--- src/rtl/prog_loader.sv ---
`timescale 1ns/1ps
// prog_loader: receives a byte stream (16-bit little-endian word count, then
// N little-endian 32-bit words) and writes each assembled word into
// instruction memory while holding the CPU in reset.
// Optional feature macro: LOADER_CHECKSUM_EN adds a trailing XOR checksum byte.
//
// Handshake: a byte is consumed on a rising edge only when rx_valid and
// rx_ready are both high; rx_valid may drop at any time to stall the stream.
module prog_loader #(
    parameter int WIDTH      = 32,
    parameter int ADDR_WIDTH = 10
) (
    input  logic             clk,
    input  logic             rst,
    input  logic [7:0]       rx_data,
    input  logic             rx_valid,
    output logic             rx_ready,
    output logic             mem_we,
    output logic [WIDTH-1:0] mem_addr,
    output logic [WIDTH-1:0] mem_wdata,
    output logic             cpu_rst,
    output logic             busy,
    output logic             done,
    output logic             err
);

    typedef enum logic [2:0] {
        CNT_LO,
        CNT_HI,
        DATA,
`ifdef LOADER_CHECKSUM_EN
        CSUM,
`endif
        DONE,
        ERR
    } state_e;

    // Largest word count the memory can hold.
    localparam logic [31:0] MAX_WORDS = 32'(1) << ADDR_WIDTH;

    // FSM state is a plain named register so checkers can bind to it.
    state_e                state;
    logic [7:0]            count_lo;
    logic [15:0]           count;
    logic [ADDR_WIDTH-1:0] word_idx;
    logic [1:0]            byte_cnt;
    logic [23:0]           word_buf;
`ifdef LOADER_CHECKSUM_EN
    logic [7:0]            csum;
`endif

    logic        accept;
    logic [31:0] new_count;
    logic        last_word;

    assign accept    = rx_valid && rx_ready;
    assign new_count = {16'd0, rx_data, count_lo};
    assign last_word = (32'(word_idx) + 32'd1) == 32'(count);

    // Status flags decode directly from the registered state.
    assign rx_ready = (state != DONE) && (state != ERR);
    assign busy     = (state != DONE) && (state != ERR);
    assign done     = (state == DONE);
    assign err      = (state == ERR);

    // Stream parser: count capture, word assembly, memory write strobes.
    always_ff @(posedge clk or posedge rst) begin
        if (rst) begin
            state     <= CNT_LO;
            count_lo  <= '0;
            count     <= '0;
            word_idx  <= '0;
            byte_cnt  <= '0;
            word_buf  <= '0;
            mem_we    <= 1'b0;
            mem_addr  <= '0;
            mem_wdata <= '0;
            cpu_rst   <= 1'b1;
`ifdef LOADER_CHECKSUM_EN
            csum      <= '0;
`endif
        end else begin
            mem_we  <= 1'b0;
            // CPU is released one clock after the load is seen complete.
            cpu_rst <= (state != DONE);
            if (accept) begin
                case (state)
                    CNT_LO: begin
                        count_lo <= rx_data;
                        state    <= CNT_HI;
                    end
                    CNT_HI: begin
                        count <= {rx_data, count_lo};
                        if (new_count == 32'd0) begin
`ifdef LOADER_CHECKSUM_EN
                            state <= CSUM;
`else
                            state <= DONE;
`endif
                        end else if (new_count > MAX_WORDS) begin
                            state <= ERR;
                        end else begin
                            state <= DATA;
                        end
                    end
                    DATA: begin
`ifdef LOADER_CHECKSUM_EN
                        csum <= csum ^ rx_data;
`endif
                        if (byte_cnt != 2'd3) begin
                            word_buf[8*byte_cnt +: 8] <= rx_data;
                            byte_cnt                  <= byte_cnt + 2'd1;
                        end else begin
                            byte_cnt  <= 2'd0;
                            mem_we    <= 1'b1;
                            mem_wdata <= WIDTH'({rx_data, word_buf});
                            mem_addr  <= WIDTH'({word_idx, 2'b00});
                            if (last_word) begin
`ifdef LOADER_CHECKSUM_EN
                                state <= CSUM;
`else
                                state <= DONE;
`endif
                            end else begin
                                word_idx <= word_idx + 1'b1;
                            end
                        end
                    end
`ifdef LOADER_CHECKSUM_EN
                    CSUM: begin
                        state <= (rx_data == csum) ? DONE : ERR;
                    end
`endif
                    default: begin
                        state <= state;
                    end
                endcase
            end
        end
    end

endmodule

--- config.mk ---
export PLATFORM = sky130hd
export DESIGN_NAME = prog_loader
export DESIGN_NICKNAME = d
export VERILOG_FILES = /design/src/rtl/prog_loader.sv
export SDC_FILE = /design/constraint.sdc
export NUM_CORES = 1
export LEC_CHECK = 0
export CELL_PAD_IN_SITES_DETAIL_PLACEMENT = 0
export CELL_PAD_IN_SITES_GLOBAL_PLACEMENT = 1
export CORE_UTILIZATION = 44
export DETAILED_ROUTE_END_ITERATION = 10
export GPL_TIMING_DRIVEN = 0
export PLACE_DENSITY_LB_ADDON = 0.1
export REMOVE_ABC_BUFFERS = 1
export SYNTH_ARGS = -nofsm -noshare
export SYNTH_HDL_FRONTEND = slang
export SYNTH_SLANG_ARGS = --single-unit
--- constraint.sdc ---
create_clock -name clk -period 4.96 [get_ports clk]
set_input_delay 0.496 -clock clk [delete_from_list [all_inputs] [get_ports clk]]
set_output_delay 0.496 -clock clk [all_outputs]
set_load 0.02 [all_outputs]
==> impl_metrics.tcl <==
set metrics [dict create \
    die-area_sq_um 11300 \
    yosysTopAreaCellShare 0.553 \
    first_global_vias 3185 \
    ant_nets 0 \
    finalHoldViolCount 0 \
    antenna_found_initial 0 \
    synth_flop_cell "dfrtp_1" \
    totalWireLength_um 9590 \
    io_pins 81 \
    cts_buffers 9 \
    slew_violations 0 \
    grt_setup_unrepaired "no" \
    setup_slack_ps 1750 \
    synth_edf_count 0 \
    syn_area_sq_um 4800 \
    min_period_over_period 0.647 \
    die_y_um 106 \
    post_cts_buffers 0 \
    internal_power_w 0.00107 \
    ir_drop_uv 135 \
    yosysMostFrequentCell "nand2_1" \
    detail_route.vias_per_cell 4.89 \
    postCtsHoldBufs 0 \
    core_region_area_sq_um 10500 \
    avgSynthCellArea_sq_um 9.77 \
    cts_resized 0 \
    clkLatencyLatePin_ps 360 \
    p_sw_w 0.000343 \
    synth_area_leaders "dfrtp_1, nand2_1, mux2_2" \
    p_comb_frac 0.046 \
    p_leak_nw 2.80 \
    synth_commonest_cells "nand2_1, dfrtp_1, o21ai_0, mux2_2, buf_4" \
    synth.distinct_cells 45 \
    ys_async_sr_fraction 1.00 \
    cp_max_fo 46 \
    pwr-share-clk 0.334 \
    fin_crit_ps 3210 \
    num_vias 3333 \
    p_per_area_nw_per_um2 253 \
    max_freq_mhz 312 \
    critPathLaunchType "flop" \
    maxSlewHeadroom 0.325 \
    port_buffers 58 \
    grt-ovfl-total 0 \
    critPathRequiredTime_ps 5240 \
    tns_ps 0 \
    outcome "complete, no violations" \
    grt_start_max_net_pins 56 \
    post-place-ws_ps 1520 \
    post_drt_wl_per_cell_um 14.1 \
    critPathArrivalTime_ps 3490 \
    cts_sinks 107 \
    cts_root_buf "clkbuf_8" \
    max_stage_delay_ps 630 \
    fin_worst_skew_ps 14.3 \
    hpwlAfterDp_um 6330 \
    h-tree-depth 3 \
    drc 0 \
    min_path_type "reg2reg" \
    cp_cell_sequence "nor3b_1 -> nand3_2 -> buf_16 -> inv_2 -> o41a_1 -> nor3_4 -> nor3_1 -> xor2_1" \
    pwr-share-seq 0.620 \
    synth_warnings 0 \
    antenna_cells 0 \
    fin_cells 681 \
    rrSetupSlack_ps 1750 \
    nets 557 \
    drt_iter0_markers 166 \
    cts_tree "done" \
    syn2layout_area_growth_pct 16.7 \
    slowest_stage "inv_2" \
    std_cell_rows 37 \
    gp_congestion 0.791 \
    setup_violations 0 \
    cap_violations 0 \
    cts_buffer_depth 2 \
    worstSetupPathType "reg2reg" \
    synthCells 491 \
    firstDrtPassIters 4 \
    ys_seq_elements 107 \
    yosys.area.top_type "dfrtp_1" \
    grt_use_total 0.186 \
    endpoint_kind "flop" \
    fp.dieW_um 106 \
    yosysSeqAreaShare 0.559 \
    start_util 0.458 \
    place_inst 665 \
    worst_pin_slew_ps 1010 \
    swShare 0.242 \
    timing.hold.ws_ps 469 \
    grt_pass1_wl_um 16500 \
    drive_gt1_frac 0.0899 \
    clk_pin_slew_ps 90 \
]
==> sequential cells by signal, summed over array words and instances (netlist names) <==
signal and flops:
mem_wdata 32, word_buf 24, count 16, mem_addr 10, word_idx 10, count_lo 8, state 3, byte_cnt 2
cpu_rst 1, mem_we 1
==> layout make-up <==
type	count	area, sq um
repair buffers	60	636
clock buffers	11	131
flip-flops and latches	107	2680
clock inverters	5	32.5
multi-input cells	354	1910
well taps	136	170
fillers	978	4870
inverters	8	32.5
==> placed cells by master, fill, tap and decap left out, types with 2 or more instances in the layout <==
| master | count |
|---|---|
| nand2_1 | 185 |
| dfrtp_1 | 106 |
| clkdlybuf4s50_1 | 58 |
| o21ai_0 | 27 |
| mux2_2 | 25 |
| conb_1 | 22 |
| xor2_1 | 12 |
| xnor2_1 | 11 |
| nor2_1 | 10 |
| clkbuf_8 | 9 |
| nand3_1 | 7 |
| nor3_1 | 7 |
| inv_1 | 6 |
| ha_1 | 6 |
| nor3b_1 | 5 |
| nor4_1 | 5 |
| a21oi_1 | 3 |
| o31ai_1 | 3 |
| clkinvlp_4 | 3 |
| a211oi_1 | 2 |
| or3_1 | 2 |
| a21o_1 | 2 |
| clkbuf_1 | 2 |
| clkinv_2 | 2 |
| buf_16 | 2 |
==> path summary, 6_finish.rpt <==
path                             start           end  cells past startpoint
setup / recovery              state[0]   word_idx[5]                      8
setup reg to reg              state[0]   word_idx[5]                      8
min in group asynchronous          rst        mem_we                      2
hold / removal             word_buf[5]  mem_wdata[5]                      2
max in group asynchronous          rst       cpu_rst                      3
hold reg to reg            word_buf[5]  mem_wdata[5]                      2
==> per-stage QoR <==
step	power [W]	util	cell area [sq um]
2_1_floorplan	0.000931	-	4620
3_3_place_gp	0.000959	0.513	5370
3_5_place_dp	0.000963	0.519	5430
4_1_cts	0.00144	0.535	5600
5_1_grt	0.00148	0.535	5600
6_report	0.00142	0.535	5600
==> cells by family after synthesis <==
| kind of cell | Yosys count | share of synthesized area |
|---|---|---|
| mux | 26 | 0.0618 |
| xor+xnor | 23 | 0.0420 |
| simple gates | 232 | 0.204 |
| buf+inv | 51 | 0.0597 |
| compound gates | 45 | 0.0577 |
| other cells | 1 | 0.000782 |
| fa+ha+maj | 6 | 0.0157 |
| flops | 107 | 0.559 |
==> power groups by stage <==
stage	clock network, W	logic [W]	registers (W)
after detailed placement	0	0.0000670	0.000896
after floorplan	0	0.0000360	0.000895
after global routing	0.000524	0.0000723	0.000880
after global placement	0	0.0000628	0.000896
after CTS	0.000491	0.0000671	0.000879
final	0.000473	0.0000647	0.000879
==> worst max-delay path, delay by kind of cell, from the launching register on <==
| kind | cells | cell delay [ps] |
|---|---|---|
| buffers and inverters | 2 | 970 |
| DFF | 1 | 460 |
| xor gates and xnor gates | 1 | 160 |
| and+or+nand+nor | 4 | 1200 |
| AOI/OAI and AO/OA | 1 | 330 |
==> layer usage <==
layer,vias to the layer above,global-route usage,wire length [um],part of all wire
met4,0,0.0595,103,0.011
met2,68,0.286,4320,0.45
met3,10,0.0221,352,0.037
met5,-,0,0,0
li1,1661,-,-,-
met1,1594,0.273,4820,0.50
(Power assumes the default switching activity.)
